File: src/rtl/signed_div_issue_queue.sv
// Request FIFO and start/done sequencer in front of the 32-bit signed iterative divider.
// Optional DIV_SPECIAL_CASE_EN answers divide-by-zero and 0x80000000/-1 locally without starting the divider.
module signed_div_issue_queue #(
    parameter int DEPTH = 4,
    parameter int TAG_W = 4
) (
    input  logic                         clk,
    input  logic                         rst_n,
    input  logic                         req_valid,
    output logic                         req_ready,
    input  logic [31:0]                  req_dividend,
    input  logic [31:0]                  req_divisor,
    input  logic [TAG_W-1:0]             req_tag,
    output logic                         div_start,
    output logic [31:0]                  div_dividend,
    output logic [31:0]                  div_divisor,
    input  logic                         div_done,
    input  logic [31:0]                  div_quotient,
    input  logic [31:0]                  div_remainder,
    output logic                         rsp_valid,
    input  logic                         rsp_ready,
    output logic [31:0]                  rsp_quotient,
    output logic [31:0]                  rsp_remainder,
    output logic [TAG_W-1:0]             rsp_tag,
    output logic                         rsp_dz,
    output logic                         rsp_ovf,
    output logic                         busy,
    output logic [$clog2(DEPTH+1)-1:0]   count
);
    localparam int PTR_W = $clog2(DEPTH);
    localparam int CNT_W = $clog2(DEPTH + 1);
    localparam logic [CNT_W-1:0] DEPTH_C = CNT_W'(DEPTH);

    typedef enum logic [1:0] {IDLE, ISSUE, WAIT, HOLD} state_t;
    state_t state, state_next;

    logic [31:0]      fifo_dvd [DEPTH];
    logic [31:0]      fifo_dvs [DEPTH];
    logic [TAG_W-1:0] fifo_tag [DEPTH];
    logic [PTR_W-1:0] wr_ptr, rd_ptr;

    logic [31:0]      head_dvd, head_dvs;
    logic [TAG_W-1:0] head_tag;
    logic             head_dz, head_ovf, head_special;
    logic             push, pop;

    logic [TAG_W-1:0] op_tag;
    logic             op_dz, op_ovf;

    assign req_ready = (count < DEPTH_C);
    assign push      = req_valid && req_ready;
    assign pop       = (state == IDLE) && (count != '0);

    assign head_dvd = fifo_dvd[rd_ptr];
    assign head_dvs = fifo_dvs[rd_ptr];
    assign head_tag = fifo_tag[rd_ptr];
    assign head_dz  = (head_dvs == 32'h0);
    assign head_ovf = (head_dvd == 32'h8000_0000) && (head_dvs == 32'hFFFF_FFFF);

`ifdef DIV_SPECIAL_CASE_EN
    assign head_special = head_dz || head_ovf;
`else
    assign head_special = 1'b0;
`endif

    always_ff @(posedge clk) begin
        if (push) begin
            fifo_dvd[wr_ptr] <= req_dividend;
            fifo_dvs[wr_ptr] <= req_divisor;
            fifo_tag[wr_ptr] <= req_tag;
        end
    end

    always_ff @(posedge clk or negedge rst_n) begin
        if (!rst_n) begin
            wr_ptr <= '0;
            rd_ptr <= '0;
            count  <= '0;
        end else begin
            if (push) wr_ptr <= wr_ptr + PTR_W'(1);
            if (pop)  rd_ptr <= rd_ptr + PTR_W'(1);
            case ({push, pop})
                2'b10:   count <= count + CNT_W'(1);
                2'b01:   count <= count - CNT_W'(1);
                default: count <= count;
            endcase
        end
    end

    always_ff @(posedge clk or negedge rst_n) begin
        if (!rst_n) state <= IDLE;
        else        state <= state_next;
    end

    always_comb begin
        state_next = state;
        case (state)
            IDLE:    if (count != '0) state_next = head_special ? HOLD : ISSUE;
            ISSUE:   state_next = WAIT;
            WAIT:    if (div_done) state_next = HOLD;
            HOLD:    if (rsp_ready) state_next = IDLE;
            default: state_next = IDLE;
        endcase
    end

    assign div_start = (state == ISSUE);
    assign rsp_valid = (state == HOLD);
    assign busy      = (count != '0) || (state != IDLE);

    // Operand holding register stays put from ISSUE through completion; the divider re-reads it at done.
    always_ff @(posedge clk or negedge rst_n) begin
        if (!rst_n) begin
            div_dividend <= '0;
            div_divisor  <= '0;
            op_tag       <= '0;
            op_dz        <= 1'b0;
            op_ovf       <= 1'b0;
        end else if (pop) begin
            div_dividend <= head_dvd;
            div_divisor  <= head_dvs;
            op_tag       <= head_tag;
            op_dz        <= head_dz;
            op_ovf       <= head_ovf;
        end
    end

    always_ff @(posedge clk or negedge rst_n) begin
        if (!rst_n) begin
            rsp_quotient  <= '0;
            rsp_remainder <= '0;
            rsp_tag       <= '0;
            rsp_dz        <= 1'b0;
            rsp_ovf       <= 1'b0;
        end else if (pop && head_special) begin
            rsp_quotient  <= head_ovf ? 32'h8000_0000 : 32'hFFFF_FFFF;
            rsp_remainder <= head_ovf ? 32'h0 : head_dvd;
            rsp_tag       <= head_tag;
            rsp_dz        <= head_dz;
            rsp_ovf       <= head_ovf;
        end else if ((state == WAIT) && div_done) begin
            rsp_quotient  <= div_quotient;
            rsp_remainder <= div_remainder;
            rsp_tag       <= op_tag;
            rsp_dz        <= op_dz;
            rsp_ovf       <= op_ovf;
        end
    end
endmodule

File: config.mk
export PLATFORM = sky130hd
export DESIGN_NAME = signed_div_issue_queue
export DESIGN_NICKNAME = d
export VERILOG_FILES = /design/src/rtl/signed_div_issue_queue.sv
export SDC_FILE = /design/constraint.sdc
export NUM_CORES = 1
export LEC_CHECK = 0
export ABC_CLOCK_PERIOD_IN_PS = 8900
export BUFFER_PORTS_ARGS = -buffer_cell sky130_fd_sc_hd__buf_2
export CAP_MARGIN = 20
export CORE_MARGIN = 10
export CORE_UTILIZATION = 60
export CTS_CLUSTER_SIZE = 40
export DETAILED_ROUTE_END_ITERATION = 6
export MAX_ROUTING_LAYER = met4
export PLACE_DENSITY = 0.85
export SYNTH_ARGS = -nofsm -noshare
export SYNTH_HDL_FRONTEND = slang
export SYNTH_SLANG_ARGS = --single-unit
export TNS_END_PERCENT = 20
File: constraint.sdc
create_clock -name clk -period 8.9 [get_ports clk]
set_clock_uncertainty 0.1 [all_clocks]
set_input_delay 0.445 -clock clk [delete_from_list [all_inputs] [get_ports clk]]
set_output_delay 0.445 -clock clk [all_outputs]
set_load 0.02 [all_outputs]
Word-level counts from Yosys, hierarchy flattened
Memories as Yosys holds them, arrays and structs flattened. A register that Yosys moved wholly into a read port is not among the register bits.
Index checks and enable logic that the tools add are counted.
{"block": "op_classes", "add_sub_neg": 4, "n_lt_le_gt_ge": 1, "eq_ne": 10, "muxes": 7, "reduce_logical": 12}
{"cell": "32-bit == test (second input constant)", "count": 2}
{"cell": "32-bit logical NOT", "count": 1}
{"cell": "2-bit case mux with 4 select lines", "count": 1}
{"cell": "2-bit == test (second input constant)", "count": 3}
{"cell": "2-bit two-way mux", "count": 3}
{"cell": "3-bit case mux with 2 select lines", "count": 1}
{"cell": "2-bit by 1-bit adder with 2-bit output (second input constant)", "count": 2}
{"cell": "2-bit by 1-bit == test with 1-bit output (second input constant)", "count": 2}
{"cell": "1-bit logical AND", "count": 4}
{"cell": "2-bit by 1-bit != test with 1-bit output (second input constant)", "count": 2}
{"cell": "2-bit nonzero test", "count": 2}
{"cell": "3-bit by 1-bit adder with 3-bit output (second input constant)", "count": 1}
{"cell": "3-bit less-than comparator (second input constant)", "count": 1}
{"cell": "3-bit AND reduction", "count": 1}
{"cell": "3-bit nonzero test", "count": 1}
{"cell": "3-bit by 1-bit subtractor with 3-bit output (second input constant)", "count": 1}
{"cell": "2-bit logical NOT", "count": 1}
{"cell": "1-bit two-way mux", "count": 2}
{"cell": "2-bit != test (second input constant)", "count": 1}
{"cell": "1-bit logical NOT", "count": 1}
{"cell": "1-bit logical OR", "count": 1}
{"block": "totals", "regBits": 145, "mem_bits_rw": 272, "input_bits": 137, "out_inout_bits": 141, "word_cells": 50, "memories": 3}
{"name": "fifo_dvd", "words": 4, "width": 32, "read_ports": 1, "rd_clocked_by_memory_dff": 0, "write_ports": 1, "line_no": "37", "source": "logic [31:0] fifo_dvd [DEPTH];"}
{"name": "fifo_dvs", "words": 4, "width": 32, "read_ports": 1, "rd_clocked_by_memory_dff": 0, "write_ports": 1, "line_no": "38", "source": "logic [31:0] fifo_dvs [DEPTH];"}
{"name": "fifo_tag", "words": 4, "width": 4, "read_ports": 1, "rd_clocked_by_memory_dff": 1, "write_ports": 1, "line_no": "39", "source": "logic [TAG_W-1:0] fifo_tag [DEPTH];"}

Logic depth before layout (Yosys ltp)
{"block": "depth", "word_depth": 4, "depth_mapped": 12, "depth_no_buf": 10}

Worst setup path after synthesis
Ideal clock, no wire load.
{"block": "synth_timing", "kind": "register to register", "start": "reg count[2]", "end": "mem fifo_dvd[0][0] (enable)", "setup_time_ns": 0.433, "arrival_time_ns": 2.456, "setup_slack_ns": 5.910, "stages_incl_launch_ff": 4, "path_buffers": 1, "synth_period_minus_slack_ns": 2.990, "path_cell_list": "dfrtp_1 nor2b_1 clkbuf_1 and2_1"}
{"block": "synth_between", "elab_chain_len": 4}
{"element": "from (decl)", "line_no": "28", "source": "output logic [$clog2(DEPTH+1)-1:0] count"}
{"element": "from (signal assigned)", "line_no": "83", "source": "2'b10: count <= count + CNT_W'(1);"}
{"element": "from (signal assigned)", "line_no": "84", "source": "2'b01: count <= count - CNT_W'(1);"}
{"element": "from (signal assigned)", "line_no": "85", "source": "default: count <= count;"}
{"element": "3-bit less-than comparator", "line_no": "50", "source": "assign req_ready = (count < DEPTH_C);"}
{"element": "1-bit logical AND", "line_no": "51", "source": "assign push = req_valid && req_ready;"}
{"element": "1-bit two-way mux", "line_no": "67", "source": "if (push) begin"}
{"element": "1-bit two-way mux (implied by the code)", "line_no": "68", "source": "fifo_dvd[wr_ptr] <= req_dividend;"}
{"element": "to (decl)", "line_no": "37"}
No other way between the ends.

Worst setup path in the final report
{"block": "layout_timing", "start": "reg rd_ptr[0]", "end": "reg op_ovf"}
{"block": "layout_between", "elab_chain_len": 3}
{"element": "from (decl)", "line_no": "40", "source": "logic [PTR_W-1:0] wr_ptr, rd_ptr;"}
{"element": "from (signal assigned)", "line_no": "81", "source": "if (pop) rd_ptr <= rd_ptr + PTR_W'(1);"}
{"element": "memory read 4 x 32 bit, on equally long branches"}
{"element": "32-bit == test", "line_no": "58", "source": "assign head_ovf = (head_dvd == 32'h8000_0000) && (head_dvs == 32'hFFFF_FFFF);"}
{"element": "1-bit logical AND (*)", "line_no": "58"}
{"element": "to (signal assigned)", "line_no": "123", "source": "op_ovf <= head_ovf;"}
{"element": "to (decl)", "line_no": "48", "source": "logic op_dz, op_ovf;"}
Mark *: on every way between the ends. The rest lies on a longest branch, timed or not.
A chain may end at the register's enable or synchronous reset.

==> impl_metrics.yaml <==
status:
  status: "complete, no violations"
floorplanning:
  chipHeight_um: 183
  die_w_um: 183
  rows: 59
  die_area_um2: 33300
  ioPinCount: 278
  core_um2: 26100
  start_util_pct: 60.8
sta:
  period_minus_slack_ns: 3.46
  hold_slack_ns: 0.0320
  slew_headroom_pct: 26.3
  rsz0062_at_grt: "no"
  period_share_pct: 38.9
  hold_viol: 0
  tightest_slew_ns: 1.11
  setup_tns_ns: 0
  drv_slew: 0
  setup_viol: 0
  fmax_mhz: 289
setup_path:
  r2r-start: "rd_ptr[0]"
  cp_max_fo: 46
  crit_start: "rd_ptr[0]"
  worstPathArrival_ns: 3.82
  end_kind: "register"
  critPathKind: "register to register"
  critPathLaunchType: "register"
  cpMaxStageDelayCell: "dfrtp_4"
  cp.required_ns: 9.26
  path_cells: "buf_4 > mux4_2 > nand4b_1 > or4_1 > nor2_1 > a32o_2"
  cpLargestDelayFamily: "simple AND/OR/NAND/NOR gates"
  crit_buf_inv: 1
  crit_path_max_incr_delay_ns: 0.76
synthesis:
  yosys_warnings: 0
  postSynthCellCount: 887
  synth_seq_cells: 421
  ys_seq_area_share_pct: 75.1
  synth.top_cell.area_share_pct: 51.5
  async_reset_ff_share_pct: 35.4
  synth_edf_count: 272
  synth_area_per_cell_um2: 17.9
  synth_area_leaders: "edfxtp_1 52%, dfrtp_1 24%, mux4_2 8.1%"
  syn_area_um2: 15800
  syn_nets: 1035
  ys_types: 35
  ys.flop_type: "edfxtp_1"
  synth_top_area_cell: "edfxtp_1"
job:
  drv_cap: 0
power:
  power_mw: 6.92
  pwr-share-clk_pct: 24.4
  pwr-share-seq_pct: 42.5
  cellLeakagePower_nw: 7.70
  p_sw_mw: 2.42
  power.density_nw_per_um2: 367
  swShare_pct: 34.9
  p_int_mw: 4.50
  power_frac_comb_pct: 33.1
  peakVddDrop_mv: 0.327
clock_tree:
  post_cts_buffers: 0
  cts.reportedPaths.clkPinSlew_ns: 0.06
  cts.sinks: 421
  cts-root-buf: "clkbuf_16"
  clk_latency_ns: 0.52
  clock_path_buffers: 3
  cts_tree: "built"
  tritoncts.num_buffers: 41
  cts.htree.levels: 2
global_route:
  grt_usage_pct: 22.6
  grt_max_degree: 76
  overflow: 0
  antenna_found_initial: 10
  grt_pass1_vias: 9365
  grt_pass1_wl_um: 56600
finish:
  fillers: 1640
  syn_to_final_growth_pct: 19.1
  stdcell_area_um2: 18900
  final_common_cell: "buf_2"
  nets: 1322
  drive_above_1_share_pct: 40.1
  final_cell_mix: "276 x buf_2, 272 x edfxtp_1, 211 x nand2_1"
  utilization_pct: 72.4
place:
  placed_area_um2: 17500
  hpwl_um: 24200
  globalplace.congestion: 0.853
  portBuffers: 277
route:
  drcViolationCount: 0
  wl_met1_um: 14200
  finalWirelength_um: 37100
  maxUsedRoutingLayer: "met4"
  drt-initial-drc-count: 722
  wl_met2_um: 19200
  vias_per_cell: 5.71
  wl_per_cell_um: 23.9
  vias: 8858
  wl_met3_um: 2920
  firstDrtPassIters: 5
  drtAntennaViolNets: 0
worst_hold_path:
  worstHoldPathType: "input pin to register"
  min_from: "req_divisor[28]"
-- path summary, 6_finish.rpt --
| kind | end | slack [ns] | cells past startpoint |
|---|---|---|---|
| min in group asynchronous | rsp_quotient[3] | 0.45 | 2 |
| worst max-delay path | op_ovf | 5.44 | 6 |
| worst max register to register | op_ovf | 5.44 | 6 |
| worst min-delay path | fifo_dvs[0][28] | 0.03 | 1 |
| max in group asynchronous | div_divisor[8] | 6.77 | 3 |
| worst min register to register | div_dividend[6] | 0.37 | 2 |
-- layer usage --
layer | vias to the layer above | GRT usage (%)
met1 | 4541 | 26.8
met3 | 57 | 6.05
li1 | 3905 | -
met4 | 0 | 6.54
met5 | - | -
met2 | 355 | 37.5
-- sequential cells by signal (all words and copies together), names as in the netlist, 3 cells and up --
signal and flops:
fifo_dvd 128, fifo_dvs 128, rsp_remainder 32, op_tag 4, rsp_quotient 32, fifo_tag 16
count 3, rsp_tag 4, div_divisor 32, div_dividend 32
-- cell type report --
cell class / count / area, um2 / share of cell area (%)
Antenna cell: 11 / 27.5 / 0.146
Clock buffer: 61 / 1210 / 6.40
Clock inverter: 14 / 124 / 0.656
Inverter: 12 / 45.0 / 0.239
Multi-Input combinational cell: 415 / 3710 / 19.7
Sequential cell: 421 / 11900 / 63.1
Tap cell: 335 / 419 / 2.22
Timing Repair Buffer: 283 / 1440 / 7.63
-- cell families (layout without fill, tap and decap cells) --
| logic type | count (synthesis) | count (layout) | share of synthesized area (%) |
|---|---|---|---|
| multiplexers | 138 | 138 | 14.9 |
| AND/OR/NAND/NOR | 251 | 251 | 6.70 |
| adder cells (fa/ha/maj) | 11 | 11 | 0.916 |
| XOR/XNOR | 6 | 6 | 0.332 |
| buffers and inverters | 51 | 370 | 1.67 |
| flip-flops | 421 | 421 | 75.1 |
| other | 0 | 11 | 0 |
| AO/OA/AOI/OAI | 9 | 9 | 0.418 |
-- stage by stage --
stage                     std cells  setup slack, ns
after floorplan                 887             5.91
after global placement         1465             5.46
after detailed placement       1465             5.40
after CTS                      1541             5.38
after global routing           1551             5.17
final                          1552             5.44
-- cells in the mapped netlist (all sizes together) (4+ instances only) --
cell	count
o21ai	5
edfxtp	272
xnor2	5
mux4	68
inv	12
dfrtp	149
nand4	8
nor4	15
and2	4
buf	23
nand2	212
clkbuf	16
mux2	70
ha	10
-- repair_timing --
item,4_1_cts,5_1_grt
gates resized for setup,0,0
endpoints found under the hold margin,74,0
hold buffers,1,0
-- worst register-to-register path: cells and delay by family (launching register included) --
kind,cells,cell delay [ns]
and+or+nand+nor,3,0.92
buffers and inverters,1,0.76
muxes,1,0.69
AOI/OAI and AO/OA,1,0.18
DFF,1,0.76
-- power groups by stage --
stage / Sequential, mW / Clock, mW / Combinational [mW]
after floorplan: 3.22 / 0 / 1.26
after global placement: 2.94 / 0 / 2.25
after detailed placement: 2.98 / 0 / 2.31
after CTS: 2.94 / 1.71 / 2.33
after global routing: 3.00 / 1.79 / 2.49
final: 2.94 / 1.69 / 2.29
(Power assumes the default switching activity.)
